$ cat src/rtl/serial_frame_rx_pkg.sv
// Shared types and defaults for the serial frame receiver.
package serial_frame_rx_pkg;

  localparam int unsigned DEFAULT_DATA_W = 8;

  typedef enum logic [1:0] {
    IDLE   = 2'd0,
    DATA   = 2'd1,
    PARITY = 2'd2,
    STOP   = 2'd3
  } rx_state_t;

endpackage

$ cat src/rtl/frame_hold_reg.sv
// Single-entry output holding register with valid/ready handshake and sticky overrun.
module frame_hold_reg
  import serial_frame_rx_pkg::*;
#(
  parameter int unsigned DATA_W = DEFAULT_DATA_W
) (
  input  logic              clk,
  input  logic              rst,
  input  logic              ld,
  input  logic [DATA_W-1:0] ld_data,
  input  logic              ld_perr,
  input  logic              ld_ferr,
  output logic [DATA_W-1:0] dout,
  output logic              dout_valid,
  input  logic              dout_ready,
  output logic              parity_err,
  output logic              frame_err,
  output logic              overrun,
  input  logic              clr_ovr
);

  logic accept;
  logic can_load;

  assign accept   = dout_valid & dout_ready;
  assign can_load = ~dout_valid | accept;

  // Load a completed frame when there is room, otherwise drop it and flag overrun.
  always_ff @(posedge clk) begin
    if (rst) begin
      dout       <= '0;
      dout_valid <= 1'b0;
      parity_err <= 1'b0;
      frame_err  <= 1'b0;
      overrun    <= 1'b0;
    end else begin
      if (ld && can_load) begin
        dout       <= ld_data;
        parity_err <= ld_perr;
        frame_err  <= ld_ferr;
        dout_valid <= 1'b1;
      end else if (accept) begin
        dout_valid <= 1'b0;
      end
      // A dropped frame in the same cycle as a clear still leaves overrun set.
      if (ld && !can_load) begin
        overrun <= 1'b1;
      end else if (clr_ovr) begin
        overrun <= 1'b0;
      end
    end
  end

endmodule

$ cat src/rtl/serial_frame_rx.sv
// Strobed serial frame receiver: start, LSB-first data, optional even parity, stop.
module serial_frame_rx
  import serial_frame_rx_pkg::*;
#(
  parameter int unsigned DATA_W    = DEFAULT_DATA_W,
  parameter int unsigned PARITY_EN = 1
) (
  input  logic              clk,
  input  logic              rst,
  input  logic              sin,
  input  logic              sin_en,
  output logic [DATA_W-1:0] dout,
  output logic              dout_valid,
  input  logic              dout_ready,
  output logic              parity_err,
  output logic              frame_err,
  output logic              overrun,
  input  logic              clr_ovr,
  output logic              busy
);

  localparam int unsigned CNT_W = (DATA_W > 1) ? $clog2(DATA_W) : 1;
  localparam logic [CNT_W-1:0] LAST_BIT = CNT_W'(DATA_W - 1);

  rx_state_t         state_q, state_d;
  logic [CNT_W-1:0]  count_q, count_d;
  logic [DATA_W-1:0] data_q, data_d;
  logic              pbad_q, pbad_d;
  logic              ld_c;
  logic              ld_ferr_c;

  // State, shifter, counter and parity register.
  always_ff @(posedge clk) begin
    if (rst) begin
      state_q <= IDLE;
      count_q <= '0;
      data_q  <= '0;
      pbad_q  <= 1'b0;
      busy    <= 1'b0;
    end else begin
      state_q <= state_d;
      count_q <= count_d;
      data_q  <= data_d;
      pbad_q  <= pbad_d;
      busy    <= (state_d != IDLE);
    end
  end

  // Next-state and datapath updates; nothing moves without a bit strobe.
  always_comb begin
    state_d   = state_q;
    count_d   = count_q;
    data_d    = data_q;
    pbad_d    = pbad_q;
    ld_c      = 1'b0;
    ld_ferr_c = 1'b0;
    if (sin_en) begin
      case (state_q)
        IDLE: begin
          if (!sin) begin
            state_d = DATA;
            count_d = '0;
            pbad_d  = 1'b0;
          end
        end
        DATA: begin
          data_d[count_q] = sin;
          if (count_q == LAST_BIT) begin
            state_d = (PARITY_EN != 0) ? PARITY : STOP;
          end else begin
            count_d = CNT_W'(count_q + 1'b1);
          end
        end
        PARITY: begin
          pbad_d  = (^data_q) ^ sin;
          state_d = STOP;
        end
        STOP: begin
          ld_c      = 1'b1;
          ld_ferr_c = ~sin;
          state_d   = IDLE;
        end
        default: state_d = IDLE;
      endcase
    end
  end

  frame_hold_reg #(
    .DATA_W (DATA_W)
  ) u_hold (
    .clk        (clk),
    .rst        (rst),
    .ld         (ld_c),
    .ld_data    (data_q),
    .ld_perr    (pbad_q),
    .ld_ferr    (ld_ferr_c),
    .dout       (dout),
    .dout_valid (dout_valid),
    .dout_ready (dout_ready),
    .parity_err (parity_err),
    .frame_err  (frame_err),
    .overrun    (overrun),
    .clr_ovr    (clr_ovr)
  );

endmodule

$ cat config.mk
export PLATFORM = sky130hd
export DESIGN_NAME = serial_frame_rx
export DESIGN_NICKNAME = d
export VERILOG_FILES = /design/src/rtl/serial_frame_rx_pkg.sv /design/src/rtl/frame_hold_reg.sv /design/src/rtl/serial_frame_rx.sv
export SDC_FILE = /design/constraint.sdc
export NUM_CORES = 1
export LEC_CHECK = 0
export BUFFER_PORTS_ARGS = -buffer_cell sky130_fd_sc_hd__buf_2
export CELL_PAD_IN_SITES_DETAIL_PLACEMENT = 2
export CELL_PAD_IN_SITES_GLOBAL_PLACEMENT = 2
export CORE_ASPECT_RATIO = 1.75
export CORE_MARGIN = 2
export CORE_UTILIZATION = 31
export CTS_CLUSTER_SIZE = 40
export DETAILED_ROUTE_END_ITERATION = 6
export GPL_TIMING_DRIVEN = 0
export PLACE_DENSITY_LB_ADDON = 0.1
export SYNTH_ARGS = -nofsm -noshare
export SYNTH_HDL_FRONTEND = slang
export SYNTH_SLANG_ARGS = --single-unit
$ cat constraint.sdc
create_clock -name clk -period 1.64 [get_ports clk]
set_input_delay 0.164 -clock clk [delete_from_list [all_inputs] [get_ports clk]]
set_output_delay 0.164 -clock clk [all_outputs]
set_load 0.02 [all_outputs]
==> impl_metrics.env <==
export IMPL_status="complete, no violations"
export IMPL_cp_end_kind="flop"
export IMPL_synthAdderAreaFrac=0.0196
export IMPL_cts_tree="built"
export IMPL_worstSkewPairLatency_ns=0.27
export IMPL_hold_ws_ns=0.165
export IMPL_p_leak_nw=0.560
export IMPL_hold_viol_final=0
export IMPL_wl_per_cell_um=15.2
export IMPL_synthXorXnorAreaFrac=0.0588
export IMPL_timing_rr_start="count_q[0]"
export IMPL_drc_errors=0
export IMPL_rrSetupSlack_ns=0.06
export IMPL_hp_start="clr_ovr"
export IMPL_setup_slack_ns=0.0632
export IMPL_final_cells=197
export IMPL_crit_fanout=3
export IMPL_pre_cts_slack_ns=-0.0621
export IMPL_synth_nets=137
export IMPL_max_cap_viol_count=0
export IMPL_period_share=0.961
export IMPL_portBuffers=15
export IMPL_start_util=0.327
export IMPL_muxShareOfSynthArea=0.133
export IMPL_diodes=0
export IMPL_synthTopCellsByArea="dfxtp_1 42%, mux2i_1 13%, nor2_1 6.2%"
export IMPL_finalSetupViolations=0
export IMPL_skew_ns=0.00410
export IMPL_clock_sinks=27
export IMPL_yosys_area_top_type="dfxtp_1"
export IMPL_power_density_nw_per_um2=755
export IMPL_cts_buffers=3
export IMPL_drive_gt1_frac=0.235
export IMPL_yosysMostFrequentCell="dfxtp_1"
export IMPL_io_pins=19
export IMPL_relSlewSlack=0.658
export IMPL_async_reset_ff_frac=0
export IMPL_die_w_um=52.5
export IMPL_num_rows=30
export IMPL_critPathKind="flop to flop"
export IMPL_dpl_hpwl_um=2250
export IMPL_max_freq_ghz=0.634
export IMPL_h_tree_depth=1
export IMPL_hold_path_depth=3
export IMPL_slowest_stage="or4b_4"
export IMPL_ant_nets=0
export IMPL_nets=158
export IMPL_yosysTopAreaCellShare=0.423
export IMPL_synthCells=129
export IMPL_synth_common_cells="27 x dfxtp_1, 21 x nor2_1, 17 x mux2i_1"
export IMPL_period_needed_ns=1.58
export IMPL_core_sq_um=3900
export IMPL_drt_pass1_iter_count=3
export IMPL_holdPathEnd="u_hold.overrun"
export IMPL_ys_warn_count=0
export IMPL_root_buffer="clkbuf_8"
export IMPL_ir_drop_uv=438
export IMPL_start_kind="flop"
export IMPL_synth_top_family_by_area="simple AND/OR/NAND/NOR gates"
export IMPL_cts_buffer_depth=2
export IMPL_netlist_area_sq_um=1280
export IMPL_viasPerCell=4.83
export IMPL_synthFlopType="dfxtp_1"
export IMPL_grt_max_degree=15
export IMPL_grtUsageTotal=0.146
export IMPL_vias=951
export IMPL_yosysUniqueCellTypes=36
export IMPL_place_gp_congestion=0.717
export IMPL_grt_pass1_vias=1081
export IMPL_path_cells="ha_2 > ha_4 > nand2_2 > o2111ai_4 > or4b_4 > a21oi_2"
export IMPL_cp_data_required_time_ns=1.85
export IMPL_worst_pin_slew_ns=0.513
export IMPL_final_max_slew_viol_count=0
export IMPL_grt_pass1_wl_um=4970
export IMPL_r2r_end="count_q[2]"
export IMPL_synth_compound_area_share=0.0784
export IMPL_seq_area_frac_synth=0.423
export IMPL_synth_edf_count=0
export IMPL_dieArea_sq_um=4670
export IMPL_antenna_found_initial=0
export IMPL_clkTransAtPathRegs_ns=0.09
export IMPL_max_stage_delay_ns=0.53
export IMPL_placed_cells=192
export IMPL_cp_arrival_ns=1.79
export IMPL_ys_ff_latch=27
export IMPL_min_path_type="primary input to flop"
export IMPL_syn_to_final_growth_pct=16.7
export IMPL_avgSynthCellArea_sq_um=9.90
export IMPL_overflow=0
export IMPL_post_route_util=0.382
export IMPL_reg2reg_depth=6
export IMPL_drt_iter0_drc=2
export IMPL_wl_um=2990
export IMPL_die_h_um=88.9
export IMPL_synthSimpleGateAreaFrac=0.217
[state kept, by name, indices dropped and copies added, names as in the netlist]
register and count:
u_hold.dout_valid 1, u_hold.dout 8, count_q 3, state_q 2, busy 1, u_hold.frame_err 1
pbad_q 1, u_hold.parity_err 1, u_hold.overrun 1, data_q 8
[metal layers]
metal	wire, um	global-route usage
met5	0	0
met2	1780	0.285
met3	68	0.0201
met1	1110	0.149
met4	28	0.0559
[per-stage QoR]
stage	area, sq um	total power [W]	setup TNS (ns)
2_1_floorplan	1280	0.000741	0
3_3_place_gp	1410	0.000761	-0.00636
3_5_place_dp	1410	0.000763	-0.0621
4_1_cts	1480	0.00115	0
5_1_grt	1490	0.00119	-0.00888
6_report	1490	0.00113	0
[critical path, delay by kind of cell, from the launching register on]
kind,cells,cell delay [ns]
flip-flops,1,0.33
AO/OA/AOI/OAI,2,0.22
adder cells (fa/ha/maj),2,0.36
AND/OR/NAND/NOR,2,0.61
[report_power, final]
part | leakage, nW | internal (W) | switching, W
logic | 0.319 | 0.0000348 | 0.0000492
registers | 0.218 | 0.000661 | 0.00000518
clock network | 0.0228 | 0.000174 | 0.000203
total | 0.560 | 0.000869 | 0.000257
[how the worst max path moves through the flow]
stage	startpoint	to	slack, ns	cells after the start
after floorplan	count_q[0]	count_q[2]	0.09	6
after global placement	count_q[0]	count_q[2]	-0.006	6
after detailed placement	count_q[0]	count_q[2]	-0.06	6
after CTS	count_q[0]	count_q[2]	0.04	6
after global routing	count_q[0]	count_q[2]	-0.009	6
final	count_q[0]	count_q[2]	0.06	6
[timing repair]
| item | CTS | global route |
|---|---|---|
| pin swaps | 2 | 0 |
| setup buffers | 1 | 0 |
| endpoints found under the setup margin | 1 | 1 |
| gates resized for setup | 5 | 2 |
| endpoints found under the hold margin | 0 | 0 |
| hold buffers | 0 | 0 |
[cell usage in the layout, fill, tap and decap left out, types with 2 or more instances in the layout]
master / count
inv_4: 2
a21oi_1: 7
xnor2_1: 4
nor3_1: 2
nand3b_1: 2
buf_2: 15
mux2i_1: 17
clkbuf_1: 6
buf_6: 2
buf_4: 2
nor3b_1: 2
nand2_1: 6
nand2b_1: 3
inv_1: 2
nor2_1: 21
dfxtp_1: 26
nand3_1: 2
clkbuf_8: 3
xor2_1: 2
[logic make-up after synthesis]
kind of cell | after synthesis
adders and majority gates | 2
xor gates and xnor gates | 7
and+or+nand+nor | 49
buffers and inverters | 13
DFF | 27
AOI/OAI and AO/OA | 14
muxes | 17
[layout make-up]
class                      instances  area [sq um]
fill                             448          2410
sequential                        27           542
inverter                           4          20.0
buffer                             9          68.8
tap                               48          60.1
timing repair buffer              16          82.6
clock buffer                       4          45.0
multi-input combinational         89           673
Power figures use the tool's default switching activity.
